**src/rtl/regheap_drain_if.sv**
```systemverilog
// Bundle of drain-side signals between the accumulator heap, the drain engine and the
// downstream beat consumer. Handshake: a beat moves on a rising edge where out_v && out_ready.
interface regheap_drain_if #(
  parameter int OUT_W = 128
);
  localparam int BEATS = 1024 / OUT_W;
  localparam int IDX_W = (BEATS > 1) ? $clog2(BEATS) : 1;

  logic              drain_req;
  logic              relu_en;
  logic              heap_data_v;
  logic [1023:0]     heap_data;
  logic              heap_usr_rst;
  logic              busy;
  logic              out_v;
  logic              out_ready;
  logic [OUT_W-1:0]  out_data;
  logic [IDX_W-1:0]  out_idx;
  logic              out_last;
  logic              done;
  logic [1:0]        dbg_state;

  modport slave (
    input  drain_req, relu_en, heap_data_v, heap_data, out_ready,
    output heap_usr_rst, busy, out_v, out_data, out_idx, out_last, done, dbg_state
  );

  modport master (
    output drain_req, relu_en, heap_data_v, heap_data, out_ready,
    input  heap_usr_rst, busy, out_v, out_data, out_idx, out_last, done, dbg_state
  );
endinterface

```
**src/rtl/regheap_drain_64x16b.sv**
```systemverilog
// Drain engine for a 64x16b accumulator heap: snapshots the heap (optional per-lane ReLU)
// into a shadow register, clears the heap, then streams the shadow out as OUT_W-bit beats.
module regheap_drain_64x16b #(
  parameter int OUT_W = 128
) (
  input  logic            clk,
  input  logic            rst,
  regheap_drain_if.slave  bus
);
  localparam int BEATS = 1024 / OUT_W;
  localparam int IDX_W = (BEATS > 1) ? $clog2(BEATS) : 1;

  localparam logic [1:0] S_IDLE   = 2'd0;
  localparam logic [1:0] S_WAIT_V = 2'd1;
  localparam logic [1:0] S_SEND   = 2'd2;

  logic [1:0]       state_q, state_d;
  logic [IDX_W-1:0] idx_q, idx_d;
  logic [1023:0]    shadow_q, shadow_d;
  logic             usr_rst_q, usr_rst_d;
  logic             done_q, done_d;
  logic [1023:0]    captured;
  logic             last_beat;
  logic             sending;

  // Negative lanes (sign bit set) become zero; everything else passes untouched.
  always_comb begin
    captured = '0;
    for (int k = 0; k < 64; k++) begin
      if (bus.relu_en && bus.heap_data[16*k+15])
        captured[16*k +: 16] = 16'h0000;
      else
        captured[16*k +: 16] = bus.heap_data[16*k +: 16];
    end
  end

  assign sending   = (state_q == S_SEND);
  assign last_beat = (idx_q == IDX_W'(BEATS - 1));

  always_comb begin
    state_d   = state_q;
    idx_d     = idx_q;
    shadow_d  = shadow_q;
    usr_rst_d = 1'b0;
    done_d    = 1'b0;
    case (state_q)
      S_IDLE: begin
        if (bus.drain_req) state_d = S_WAIT_V;
      end
      S_WAIT_V: begin
        if (bus.heap_data_v) begin
          shadow_d  = captured;
          idx_d     = '0;
          usr_rst_d = 1'b1;
          state_d   = S_SEND;
        end
      end
      S_SEND: begin
        if (bus.out_ready) begin
          if (last_beat) begin
            idx_d   = '0;
            done_d  = 1'b1;
            state_d = S_IDLE;
          end else begin
            idx_d = idx_q + IDX_W'(1);
          end
        end
      end
      default: state_d = S_IDLE;
    endcase
  end

  always_ff @(posedge clk) begin
    if (rst) begin
      state_q   <= S_IDLE;
      idx_q     <= '0;
      shadow_q  <= '0;
      usr_rst_q <= 1'b0;
      done_q    <= 1'b0;
    end else begin
      state_q   <= state_d;
      idx_q     <= idx_d;
      shadow_q  <= shadow_d;
      usr_rst_q <= usr_rst_d;
      done_q    <= done_d;
    end
  end

  // out_data is forced to zero outside SEND so idle cycles never expose stale shadow contents.
  assign bus.out_v        = sending;
  assign bus.out_data     = sending ? shadow_q[int'(idx_q)*OUT_W +: OUT_W] : '0;
  assign bus.out_idx      = idx_q;
  assign bus.out_last     = sending && last_beat;
  assign bus.busy         = (state_q != S_IDLE);
  assign bus.heap_usr_rst = usr_rst_q;
  assign bus.done         = done_q;
  assign bus.dbg_state    = state_q;

endmodule

```
**src/flat_wrapper.sv**
```systemverilog
// flat-port wrapper written by rule: the top's interface ports become plain ports
module regheap_drain_64x16b_flat 
#(
  parameter int OUT_W = 128
)
  (clk, rst, bus_drain_req, bus_relu_en, bus_heap_data_v, bus_heap_data, bus_out_ready, bus_heap_usr_rst, bus_busy, bus_out_v, bus_out_data, bus_out_idx, bus_out_last, bus_done, bus_dbg_state);
  regheap_drain_if #(.OUT_W(OUT_W)) bus_i ();
  input  logic clk;
  input  logic rst;
  input wire logic [$bits(bus_i.drain_req)-1:0] bus_drain_req;
  input wire logic [$bits(bus_i.relu_en)-1:0] bus_relu_en;
  input wire logic [$bits(bus_i.heap_data_v)-1:0] bus_heap_data_v;
  input wire logic [$bits(bus_i.heap_data)-1:0] bus_heap_data;
  input wire logic [$bits(bus_i.out_ready)-1:0] bus_out_ready;
  output wire logic [$bits(bus_i.heap_usr_rst)-1:0] bus_heap_usr_rst;
  output wire logic [$bits(bus_i.busy)-1:0] bus_busy;
  output wire logic [$bits(bus_i.out_v)-1:0] bus_out_v;
  output wire logic [$bits(bus_i.out_data)-1:0] bus_out_data;
  output wire logic [$bits(bus_i.out_idx)-1:0] bus_out_idx;
  output wire logic [$bits(bus_i.out_last)-1:0] bus_out_last;
  output wire logic [$bits(bus_i.done)-1:0] bus_done;
  output wire logic [$bits(bus_i.dbg_state)-1:0] bus_dbg_state;
  assign bus_i.drain_req = bus_drain_req;
  assign bus_i.relu_en = bus_relu_en;
  assign bus_i.heap_data_v = bus_heap_data_v;
  assign bus_i.heap_data = bus_heap_data;
  assign bus_i.out_ready = bus_out_ready;
  assign bus_heap_usr_rst = bus_i.heap_usr_rst;
  assign bus_busy = bus_i.busy;
  assign bus_out_v = bus_i.out_v;
  assign bus_out_data = bus_i.out_data;
  assign bus_out_idx = bus_i.out_idx;
  assign bus_out_last = bus_i.out_last;
  assign bus_done = bus_i.done;
  assign bus_dbg_state = bus_i.dbg_state;
  regheap_drain_64x16b #(.OUT_W(OUT_W)) u_core (.clk(clk), .rst(rst), .bus(bus_i));
endmodule
```
**config.mk**
```make
export PLATFORM = sky130hd
export DESIGN_NAME = regheap_drain_64x16b_flat
export DESIGN_NICKNAME = d
export VERILOG_FILES = /design/src/rtl/regheap_drain_if.sv /design/src/rtl/regheap_drain_64x16b.sv /design/src/flat_wrapper.sv
export SDC_FILE = /design/constraint.sdc
export NUM_CORES = 2
export LEC_CHECK = 0
export ABC_AREA = 1
export CAP_MARGIN = 20
export CORE_AREA = 2 2 450 452
export DETAILED_ROUTE_END_ITERATION = 10
export DIE_AREA = 0 0 452 454
export PLACE_DENSITY = 0.54
export SYNTH_ARGS = -nofsm -noshare
export SYNTH_HDL_FRONTEND = slang
export SYNTH_SLANG_ARGS = --single-unit
```
**constraint.sdc**
```tcl
create_clock -name clk -period 1.75 [get_ports clk]
set_input_delay 0.4375 -clock clk [delete_from_list [all_inputs] [get_ports clk]]
set_output_delay 0.4375 -clock clk [all_outputs]
set_load 0.005 [all_outputs]
```
==> results.md <==
Synth:
- The main flop type after synthesis is sky130_fd_sc_hd__dfxtp_1.
- The most repeated cell in the gate-level netlist after synthesis is sky130_fd_sc_hd__nand2_1.
- Each instance of the synthesized netlist takes up on average 6.724 um2.
- The netlist uses 22 different library cells.
- The fraction of the mapped netlist area in compound gates came to 0.1635.
- Of the total synthesized cell area, the portion taken by XOR and XNOR cells is 0.
- By count the netlist is led by sky130_fd_sc_hd__nand2_1 (1353), sky130_fd_sc_hd__nor2_1 (1288), sky130_fd_sc_hd__nand3_1 (1155).
- The share of flip-flops with an asynchronous set or reset is 0.
- In this run, synthesis produced a sequential element count of 1031.
- The post-synthesis instance area is 47200 um2.
- The gate count after technology mapping is 7020.
- By area, the combinational part of the netlist is dominated by simple AND/OR/NAND/NOR gates.
- The mux cell area share after synthesis is 0.
- The biggest area contributor in the post-synthesis netlist is sky130_fd_sc_hd__dfxtp_1.
- The count of flip-flops with a built-in enable after synthesis is 0.
- The share of synthesized area in the top cell type comes to 0.4373.
- The post-synthesis simple-gate area fraction is 0.3337.
- The synthesized net count is 8052.
- By area the synthesized netlist is led by sky130_fd_sc_hd__dfxtp_1 (44%), sky130_fd_sc_hd__nand3_1 (12%), sky130_fd_sc_hd__o21ai_0 (12%).
- The count of yosys warnings during synthesis is 0.
- The adder-cell share of the synthesized area is 0.0005301.
- For this run, the register share of the synthesized area comes to 0.4373.

Timing:
- The final count of pins violating max slew is 0.
- The smallest clock period supported by the final layout is computed as 3.170 ns.
- Setup total negative slack on the finished layout was measured at -171.47 ns.
- Of the available clock period, the critical path in the final layout requires 1.811.
- The hold violation total from the final report came to 0.
- The post-route clock skew is 0.03049 ns.
- The setup violation total in the final timing report is 145.
- The worst slew margin relative to its limit is 0.6962.
- Setup repair after global routing could not meet its margin everywhere.
- The pin slew with the least headroom to its limit is 0.4557 ns.
- The post-layout worst setup margin is -1.420 ns.
- The peak clock frequency supported by timing is 315.5 MHz.
- On the final layout, the worst hold slack is 0.2146 ns.

CTS:
- The number of CTS-inserted buffers is 119.
- The H-tree was split into 3 levels.
- In this run the deepest clock path goes through 3 buffers.
- After clock tree synthesis, the clock-pin slew on the worst setup and hold paths is 0.06 ns.
- The root buffer cell chosen for the clock tree is sky130_fd_sc_hd__clkbuf_16.
- The clock net in this run drives a total of 1031 sinks.
- The clock latency on the worst-skew pair is 0.79 ns.
- Buffers inserted to repair hold after CTS numbered 0.
- TritonCTS built the clock tree.

Placement:
- At the end of routability-driven placement, the weighted congestion stood at 0.9575.
- The pre-CTS setup slack is -1.185 ns.
- Detailed placement ended at an HPWL of 223300 um.
- The count of buffers added on input and output ports is 1167.
- The number of instances in the placed design is 10876.

Run status:
- The final reports fail on negative setup slack.
- The flow ran to the end, but the final reports show violations.

Critical path:
- The critical setup path kind is flip-flop to primary output.
- Walking the worst path, the cells encountered are buf_12, buf_4, buf_12, buf_4, clkbuf_16, nor2_2, nor2_1, o21ai_1, nand2_1, nor2_2, nor2_4, buf_4, dlymetal6s2s_1.
- In this run the worst path has a maximum fanout of 8.
- The endpoint required time on the critical path is 1.31 ns.
- The count of buffer and inverter cells on the critical path is 7.
- The most numerous cell on the critical path is sky130_fd_sc_hd__buf_4.
- The highest-delay cell along the critical path is sky130_fd_sc_hd__dfxtp_4.
- At the worst endpoint, the arrival time is 2.73 ns.
- Broken down by cell family, the worst path's largest delay share belongs to buffers and inverters.
- For this run, the slowest stage of the critical path takes 0.37 ns.
- The worst setup path is captured at a primary output.
- The critical path launch point type is a flip-flop.

Global routing:
- The global-route total usage across every layer is 0.2598.
- The initial antenna violation count came to 66.
- The total global routing overflow is 0.
- The wire length of the first global-routing pass is 384900 um.
- The number of global-route vias before repair was 54410.
- Entering global routing, the biggest net connects 87 pins.

Power and ir drop:
- In this run the static leakage power is 29.76 nW.
- Power spread over the standard cell area amounts to 1329 nW/um2.
- The design draws 101.3 mW.
- The highest ir drop seen on vdd is 0.9487 mV.

Routing:
- The routed wire length on met2 is 146600 um.
- In the routed layout, each cell is associated on average with a via count of 4.993.
- Detailed routing inserted a total of 56357 vias.
- The first-pass iteration count of the detailed router is 8.
- The detailed router put a total of 102900 um of wire on met1.
- In the routed design, unresolved DRC markers number 0.
- After detailed routing, the met3 layer carries 17810 um of wire.
- The highest metal layer used by the detailed router is met5.
- In this run the remaining antenna-violating nets after routing total 0.
- The final routed wirelength across all metal layers is 289900 um.
- The detailed router finished its first iteration with 5307 violations.
- The detailed-route wire length per cell is 25.68 um.

Hold path:
- The path category of the worst min-delay check is input port to flip-flop.

Final layout:
- The fraction of final layout cells with drive strength greater than 1 is 0.2076.
- Leaving out filler cells and counting taps, the final layout contains 11287.
- After the last flow step, the layout net total stands at 9487.
- Compared with the post-synthesis result, the final layout area differs by 61.57%.

Floorplanning:
- The top-level port count is 1168.
- The floorplan step set the die height to 454 um.
- The floorplan row count is 165.
- The effective utilization at floorplan is 0.2350.
- Measured along the x axis, the die boundary spans 452 um.
- The die covers 205200 um2.
- The area of the core region is 200900 um2.

Run:
- The number of maximum-capacitance violations is 0.
-- layer usage --
layer  vias up  track usage
li1      26394            -
met1     26917       0.2752
met3       639      0.04618
met4         6       0.1934
met2      2401       0.4606
met5         -            0
-- power by group --
part           total [mW]  internal [mW]  leakage [nW]  switching, mW
Clock                27.3           16.1          2.12           11.2
Sequential           27.6           25.8          8.34           1.81
Combinational        46.4           19.1          19.3           27.3
Total                 101           61.1          29.8           40.2
-- area by class of cell --
cell class              instances  area, um2
multi-input cells            5347      26780
diodes                         54      135.1
inverters                      12      98.84
clock inverters                56      752.0
well taps                    2672       3343
clock buffers                 171       3536
repair inverters                2      27.53
repair buffers               1942      20950
flip-flops and latches       1031      20650
fillers                     21091     124600
-- placed cells by master (no fill, tap or decap), drive strengths merged --
cell	instances
o21ai	1541
nand2	1354
nor2	1289
nand3	1156
clkdlybuf4s50	1037
dfxtp	1031
buf	816
clkbuf	248
diode	54
clkinv	34
inv	17
bufinv	14
dlymetal6s2s	12
clkinvlp	5
ha	2
nand3b	1
a21oi	1
and2	1
nor4	1
nor3	1
-- final timing paths --
| check | startpoint | endpoint | slack, ns | cells past startpoint |
|---|---|---|---|---|
| hold reg to reg | u_core.shadow_q[479]$_SDFFE_PP0P_ | u_core.shadow_q[479]$_SDFFE_PP0P_ | 0.47 | 2 |
| setup reg to reg | u_core.bus.out_idx[0]$_SDFFE_PP0P_ | u_core.bus.out_idx[0]$_SDFFE_PP0P_ | -0.69 | 12 |
| setup / recovery | u_core.bus.out_idx[0]$_SDFFE_PP0P_ | bus_out_data[126] | -1.42 | 13 |
| hold / removal | bus_heap_data[401] | u_core.shadow_q[401]$_SDFFE_PP0P_ | 0.21 | 3 |
-- registers in the layout, summed over array words and instances, names as in the netlist --
signal	flops
u_core.bus.done	1
u_core.shadow_q	1024
u_core.bus.out_idx	3
u_core.bus.heap_usr_rst	1
u_core.bus.dbg_state	2
-- worst reg2reg max path, stage by stage (launching register included) --
cell,delay (ns)
sky130_fd_sc_hd__dfxtp_4,0.37
sky130_fd_sc_hd__buf_12,0.16
sky130_fd_sc_hd__buf_4,0.16
sky130_fd_sc_hd__buf_12,0.13
sky130_fd_sc_hd__buf_12,0.14
sky130_fd_sc_hd__ha_1,0.20
sky130_fd_sc_hd__ha_1,0.17
sky130_fd_sc_hd__inv_1,0.08
sky130_fd_sc_hd__buf_4,0.14
sky130_fd_sc_hd__nand3_1,0.16
sky130_fd_sc_hd__o21ai_0,0.21
sky130_fd_sc_hd__nand2_1,0.07
sky130_fd_sc_hd__nor2_1,0.31
-- timing repair --
action,4_1_cts,5_1_grt
buffers inserted,6,106
gates cloned,6,43
gates resized for setup,274,1473
pin swaps,18,377
setup endpoints to repair,144,250
-- kinds of logic after synthesis --
kind of cell	after synthesis
fa+ha+maj	2
simple gates	3803
flops	1031
buf+inv	642
compound gates	1542
-- metrics by stage --
stage          cell area [um2]    util
6_report                 76270  0.3797
3_3_place_gp             66020  0.3287
3_5_place_dp             66030  0.3287
5_1_grt                  76250  0.3796
2_1_floorplan            47200       -
4_1_cts                  71160  0.3543
(Power assumes the default switching activity.)
